==> config.mk <==
export PLATFORM = sky130hd
export DESIGN_NAME = event_serializer_flat
export DESIGN_NICKNAME = d
export VERILOG_FILES = /design/src/rtl/event_serializer_if.sv /design/src/rtl/event_serializer.sv /design/src/flat_wrapper.sv
export SDC_FILE = /design/constraint.sdc
export NUM_CORES = 2
export LEC_CHECK = 0
export CORE_AREA = 2 2 442 444
export CTS_CLUSTER_SIZE = 40
export DETAILED_ROUTE_END_ITERATION = 6
export DIE_AREA = 0 0 444 446
export HOLD_SLACK_MARGIN = 0.06
export PLACE_DENSITY = 0.87
export SLEW_MARGIN = 20
export SYNTH_ARGS = -nofsm -noshare
export SYNTH_HDL_FRONTEND = slang
export SYNTH_SLANG_ARGS = --single-unit
==> constraint.sdc <==
create_clock -name clk -period 3.2 [get_ports clk]
set_input_delay 0.32 -clock clk [delete_from_list [all_inputs] [get_ports clk]]
set_output_delay 0.32 -clock clk [all_outputs]
set_load 0.01 [all_outputs]
==> src/rtl/event_serializer_if.sv <==
`default_nettype none
// ============================================================================
//  Module   : event_serializer_if
//  Purpose  : FIFO write-side bundle between the event serializer and a
//             downstream FIFO (write strobe, write data, full flag).
//  Revision : 1.0 - initial release
// ============================================================================
interface event_serializer_if #(
    parameter int WORD_W = 64
);
    logic              full_i;
    logic              wr_en_o;
    logic [WORD_W-1:0] din_o;

    modport master (input full_i, output wr_en_o, output din_o);
    modport slave  (output full_i, input wr_en_o, input din_o);
endinterface
`default_nettype wire

==> src/rtl/event_serializer.sv <==
`default_nettype none
// ============================================================================
//  Module   : event_serializer
//  Purpose  : Captures a wide asynchronous event vector on the rising edge of
//             a synchronised ready level and streams it word by word into a
//             FIFO, optionally preceded by a header word carrying counters.
//  Revision : 1.0 - initial release
// ============================================================================
module event_serializer #(
    parameter int WORD_W    = 64,
    parameter int N_WORDS   = 16,
    parameter int HEADER_EN = 1
) (
    input  logic                      clk,
    input  logic                      aresetn,
    input  logic [N_WORDS*WORD_W-1:0] event_i,
    input  logic                      event_ready_i,
    event_serializer_if.master        fifo,
    output logic                      event_saved_o,
    output logic                      busy_o,
    output logic [31:0]               evt_count_o,
    output logic [15:0]               drop_count_o
);
    localparam int                 EVT_W    = N_WORDS * WORD_W;
    localparam int                 IDX_W    = $clog2(N_WORDS);
    localparam logic [IDX_W-1:0]   LAST_IDX = IDX_W'(N_WORDS - 1);

    typedef enum logic [1:0] {
        IDLE    = 2'd0,
        HEADER  = 2'd1,
        PAYLOAD = 2'd2,
        DONE    = 2'd3
    } state_t;

    state_t              state, state_nxt;
    logic [IDX_W-1:0]    idx, idx_nxt;
    logic                rdy_meta, rdy_sync, rdy_prev;
    logic [2:0]          vld;
    logic                start;
    logic [EVT_W-1:0]    ev_d1, ev_d2, shadow;
    logic                load;
    logic                wr_en_reg, wr_en_nxt;
    logic [WORD_W-1:0]   din_reg, din_nxt;
    logic                saved_reg, saved_nxt;
    logic [WORD_W-1:0]   header;
    logic [31:0]         evt_cnt;
    logic [15:0]         drop_cnt;

    // Ready synchroniser and edge detector; vld marks stages that hold real
    // post-reset samples so a level held high through reset is not an edge.
    always_ff @(posedge clk or negedge aresetn) begin
        if (!aresetn) begin
            rdy_meta <= 1'b0;
            rdy_sync <= 1'b0;
            rdy_prev <= 1'b0;
            vld      <= '0;
        end else begin
            rdy_meta <= event_ready_i;
            rdy_sync <= rdy_meta;
            rdy_prev <= rdy_sync;
            vld      <= {vld[1:0], 1'b1};
        end
    end

    assign start = rdy_sync & ~rdy_prev & vld[2];

    // Two-stage event delay aligning the data with the synchronised start.
    always_ff @(posedge clk or negedge aresetn) begin
        if (!aresetn) begin
            ev_d1 <= '0;
            ev_d2 <= '0;
        end else begin
            ev_d1 <= event_i;
            ev_d2 <= ev_d1;
        end
    end

    // Header word: counters in the low bits, a fixed marker above them.
    always_comb begin
        header        = '0;
        header[31:0]  = evt_cnt;
        header[47:32] = drop_cnt;
        header[63:48] = 16'hCAFE;
    end

    // FSM state and word index register.
    always_ff @(posedge clk or negedge aresetn) begin
        if (!aresetn) begin
            state <= IDLE;
            idx   <= '0;
        end else begin
            state <= state_nxt;
            idx   <= idx_nxt;
        end
    end

    // Next-state logic and next values of the registered FIFO outputs.
    always_comb begin
        state_nxt = state;
        idx_nxt   = idx;
        wr_en_nxt = 1'b0;
        din_nxt   = din_reg;
        saved_nxt = 1'b0;
        load      = 1'b0;
        case (state)
            IDLE: begin
                if (start) begin
                    load      = 1'b1;
                    idx_nxt   = '0;
                    state_nxt = (HEADER_EN != 0) ? HEADER : PAYLOAD;
                end
            end
            HEADER: begin
                if (!fifo.full_i) begin
                    wr_en_nxt = 1'b1;
                    din_nxt   = header;
                    state_nxt = PAYLOAD;
                end
            end
            PAYLOAD: begin
                if (!fifo.full_i) begin
                    wr_en_nxt = 1'b1;
                    din_nxt   = shadow[idx*WORD_W +: WORD_W];
                    if (idx == LAST_IDX) begin
                        idx_nxt   = '0;
                        state_nxt = DONE;
                    end else begin
                        idx_nxt = idx + IDX_W'(1);
                    end
                end
            end
            DONE: begin
                saved_nxt = 1'b1;
                state_nxt = IDLE;
            end
            default: state_nxt = IDLE;
        endcase
    end

    // Registered FIFO outputs and the event shadow capture.
    always_ff @(posedge clk or negedge aresetn) begin
        if (!aresetn) begin
            wr_en_reg <= 1'b0;
            din_reg   <= '0;
            saved_reg <= 1'b0;
            shadow    <= '0;
        end else begin
            wr_en_reg <= wr_en_nxt;
            din_reg   <= din_nxt;
            saved_reg <= saved_nxt;
            if (load) begin
                shadow <= ev_d2;
            end
        end
    end

    // Completed-event counter (wraps) and dropped-event counter (saturates).
    always_ff @(posedge clk or negedge aresetn) begin
        if (!aresetn) begin
            evt_cnt  <= '0;
            drop_cnt <= '0;
        end else begin
            if (state == DONE) begin
                evt_cnt <= evt_cnt + 32'd1;
            end
            if (start && (state != IDLE) && (drop_cnt != 16'hFFFF)) begin
                drop_cnt <= drop_cnt + 16'd1;
            end
        end
    end

    assign fifo.wr_en_o  = wr_en_reg;
    assign fifo.din_o    = din_reg;
    assign event_saved_o = saved_reg;
    assign busy_o        = (state != IDLE);
    assign evt_count_o   = evt_cnt;
    assign drop_count_o  = drop_cnt;
endmodule
`default_nettype wire

==> src/flat_wrapper.sv <==
// flat-port wrapper written by rule: the top's interface ports become plain ports
module event_serializer_flat 
#(
    parameter int WORD_W    = 64,
    parameter int N_WORDS   = 16,
    parameter int HEADER_EN = 1
)
  (clk, aresetn, event_i, event_ready_i, event_saved_o, busy_o, evt_count_o, drop_count_o, fifo_full_i, fifo_wr_en_o, fifo_din_o);
  event_serializer_if #(.WORD_W(WORD_W)) fifo_i ();
  input  logic clk;
  input  logic aresetn;
  input  logic [N_WORDS*WORD_W-1:0] event_i;
  input  logic event_ready_i;
  output logic event_saved_o;
  output logic busy_o;
  output logic [31:0] evt_count_o;
  output logic [15:0] drop_count_o;
  input wire logic [$bits(fifo_i.full_i)-1:0] fifo_full_i;
  output wire logic [$bits(fifo_i.wr_en_o)-1:0] fifo_wr_en_o;
  output wire logic [$bits(fifo_i.din_o)-1:0] fifo_din_o;
  assign fifo_i.full_i = fifo_full_i;
  assign fifo_wr_en_o = fifo_i.wr_en_o;
  assign fifo_din_o = fifo_i.din_o;
  event_serializer #(.WORD_W(WORD_W), .N_WORDS(N_WORDS), .HEADER_EN(HEADER_EN)) u_core (.clk(clk), .aresetn(aresetn), .event_i(event_i), .event_ready_i(event_ready_i), .fifo(fifo_i), .event_saved_o(event_saved_o), .busy_o(busy_o), .evt_count_o(evt_count_o), .drop_count_o(drop_count_o));
endmodule
==> impl_metrics.ini <==
[layout]
fin_nets = 8902
drive_above_1_share_pct = 24.6
synthToLayoutAreaGrowth_pct = 35.5

[synth]
synth_edf_count = 0
synth.distinct_cells = 56
ys_ff_latch = 3198
syn-num-nets = 6457
syn_area_um2 = 103000
syn_inst = 5422
yosysWarnings = 0
synth_sequential_area_ratio_pct = 77.9
synth_ff_type = dfrtp_1
async_reset_ff_share_pct = 100
avgSynthCellArea_um2 = 18.9

[floorplan]
die-height_um = 446
core_um2 = 194000
start_util_pct = 53.1
fp.dieArea_um2 = 198000
die_w_um = 444
rows = 162
num_io_pins = 1143

[grt]
grt_pass1_wl_um = 573000
grt_max_degree = 175
gr-total-overflow = 0
antenna_found_initial = 96
grt_usage_pct = 42.3
grt_pass1_vias = 72390

[sta]
hold_viol = 0
worstMarginPinSlew_ns = 1.20
setup_viol = 0
min_period_ns = 3.12
setup_tns_ns = 0
finalMaxSlewViolations = 0
finalCritPeriodShare_pct = 97.6
clock_skew_ns = 0.0795
slew_headroom_pct = 17.5
holdWs_ns = 0.256
rsz0062_at_grt = false
fmax_ghz = 0.320

[route]
drtIter0Drc = 7496
dr.pass1.iters = 7
ant_nets = 0
wirelength_um = 411000
vias_per_cell = 6.07
route.vias.total = 64884
route.detailed.drc = 3
routedWlPerCell_um = 38.5

[power_and_ir_drop]
pwr-share-comb_pct = 22.9
p_leak_nw = 60.4
intPower_w = 0.0837
swShare_pct = 31.8
p_clk_share_pct = 31.8
p_switching_w = 0.0391
total_power_w = 0.123
vdd_drop_max_v = 0.000575
p_seq_share_pct = 45.3
pwr_density_cell_nw_per_um2 = 883

[setup_path]
worstSetupPathType = flip-flop to output port
setup.worst_path.end_class = output port
cp_max_fo = 6
reg2reg_slack_ns = 0.27
critPathLaunchType = flip-flop
worstPathArrival_ns = 2.80
cp.required_ns = 2.88

[clock_network]
clock_latency_ns = 1.00
htree_levels = 5
cts-root-buf = clkbuf_16
cts_inserted_buffers = 320
clk_pin_slew_ns = 0.07
clock_path_buffers = 4
cts_tree = built
clock-sinks = 3198
post_cts_resize_count = 0

[run_status]
violations = DRC
status = finished, violations left

[run]
drv_cap = 0

[place]
port_buffers = 1142
gp_congestion = 0.924
dpl.hpwl_um = 216000

[worst_hold_path]
hold_class = input pin to asynchronous set/reset pin
==> worst paths after layout <==
kind / end / startpoint / cells after the start
min reg2reg: u_core.ev_d2[191]$_DFF_PN0_ / u_core.ev_d1[191]$_DFF_PN0_ / 0
max: busy_o / u_core.state[0]$_DFFE_PN0P_ / 4
max in group asynchronous: u_core.idx[0]$_DFFE_PN0P_ / aresetn / 3
max reg2reg: u_core.fifo.din_o[32]$_DFFE_PN0P_ / u_core.idx[0]$_DFFE_PN0P_ / 6
min: u_core.ev_d1[572]$_DFF_PN0_ / aresetn / 3
min in group clk: u_core.ev_d2[191]$_DFF_PN0_ / u_core.ev_d1[191]$_DFF_PN0_ / 0
==> layout make-up <==
type / count / area (um2)
timing repair buffer: 2356 / 24000
fill: 9849 / 54400
antenna: 56 / 140
clock inverter: 100 / 1110
tap: 2542 / 3180
sequential: 3198 / 80000
clock buffer: 440 / 9140
multi-input combinational: 1986 / 21600
inverter: 5 / 18.8
==> worst max-delay path, cell delays in order, from the launching register on <==
cell             delay, ns
dfrtp_1               0.41
inv_1                 0.09
ha_1                  0.29
inv_1                 0.19
clkdlybuf4s50_1       0.85
==> per-layer routing <==
metal / routed length, um / global-route usage, % / vias up
li1: - / - / 23879
met1: 121000 / 42.7 / 33817
met2: 193000 / 65.8 / 5035
met3: 41300 / 15.6 / 2075
met4: 55000 / 44.5 / 78
met5: 595 / 0.269 / -
==> cell families after synthesis <==
logic type | Yosys count | synth area share [%]
DFF | 3198 | 77.9
AOI/OAI and AO/OA | 268 | 1.77
muxes | 1433 | 17.6
xor gates and xnor gates | 45 | 0.384
buffers and inverters | 238 | 1.12
and+or+nand+nor | 232 | 1.13
other | 1 | 0.00365
adders and majority gates | 7 | 0.0853
==> synth_stat cells (all sizes together), types with 9 or more instances <==
| cell type | number | share of area, % |
|---|---|---|
| buf | 139 | 0.76 |
| xnor2 | 39 | 0.33 |
| dfrtp | 3198 | 78 |
| nor3 | 12 | 0.063 |
| o221a | 11 | 0.12 |
| mux2i | 144 | 1.4 |
| o22ai | 30 | 0.18 |
| nand2 | 102 | 0.37 |
| mux2 | 1102 | 12 |
| nand3 | 17 | 0.083 |
| nand4 | 18 | 0.11 |
| a22oi | 24 | 0.18 |
| a21oi | 63 | 0.31 |
| mux4 | 187 | 4.1 |
| clkbuf | 94 | 0.34 |
| o21bai | 9 | 0.066 |
| and3 | 21 | 0.13 |
| o21ai | 49 | 0.24 |
| nor2 | 19 | 0.069 |
| a41oi | 13 | 0.11 |
| a221oi | 26 | 0.22 |
==> sequential cells by signal (all words and copies together) (netlist names) <==
signal                count
u_core.ev_d1           1024
u_core.ev_d2           1024
u_core.shadow          1024
u_core.fifo.din_o        64
u_core.evt_count_o       32
u_core.drop_count_o      16
u_core.idx                4
u_core.vld                3
u_core.state              2
u_core.event_saved_o      1
u_core.fifo.wr_en_o       1
u_core.rdy_meta           1
u_core.rdy_prev           1
u_core.rdy_sync           1
==> metrics by stage <==
stage | utilization (%) | instances | cell area [um2] | worst slack, ns
after floorplan | - | 5422 | 103000 | 1.12
after global placement | 61.2 | 9060 | 119000 | 0.453
after detailed placement | 61.2 | 9060 | 119000 | 0.427
after CTS | 71.8 | 10626 | 139000 | 0.176
after global routing | 71.9 | 10651 | 139000 | 0.0699
final | 71.9 | 10683 | 139000 | 0.0776
==> power groups by stage <==
stage	sequential (W)	combinational [W]	clock, W
2_1_floorplan	0.0518	0.0138	0
3_3_place_gp	0.0538	0.0237	0
3_5_place_dp	0.0545	0.0246	0
4_1_cts	0.0543	0.0263	0.0375
5_1_grt	0.0557	0.0289	0.0406
6_report	0.0557	0.0281	0.0391
==> layout by cell type, fill, tap and decap left out, types with 18 or more instances in the layout <==
master and n:
dfrtp_1 3194, clkdlybuf4s50_1 1141, mux2_2 1102, dlygate4sd3_1 1026, clkbuf_16 325, mux4_2 187
mux2i_1 140, buf_4 120, nand2_1 101, buf_12 68, a21oi_1 63, clkbuf_1 58
clkbuf_8 57, diode_2 56, clkinv_2 52, o21ai_0 44, xnor2_1 39, o22ai_1 30
a221oi_1 26, a22oi_1 24, and3_1 21, bufinv_16 21, nand4_1 18, nor2_1 18
==> repair_timing <==
item	4_1_cts	5_1_grt
setup buffers	0	0
hold buffers	1026	1
hold endpoints to repair	2765	1
Note: power is estimated with default switching activity, not from simulation.
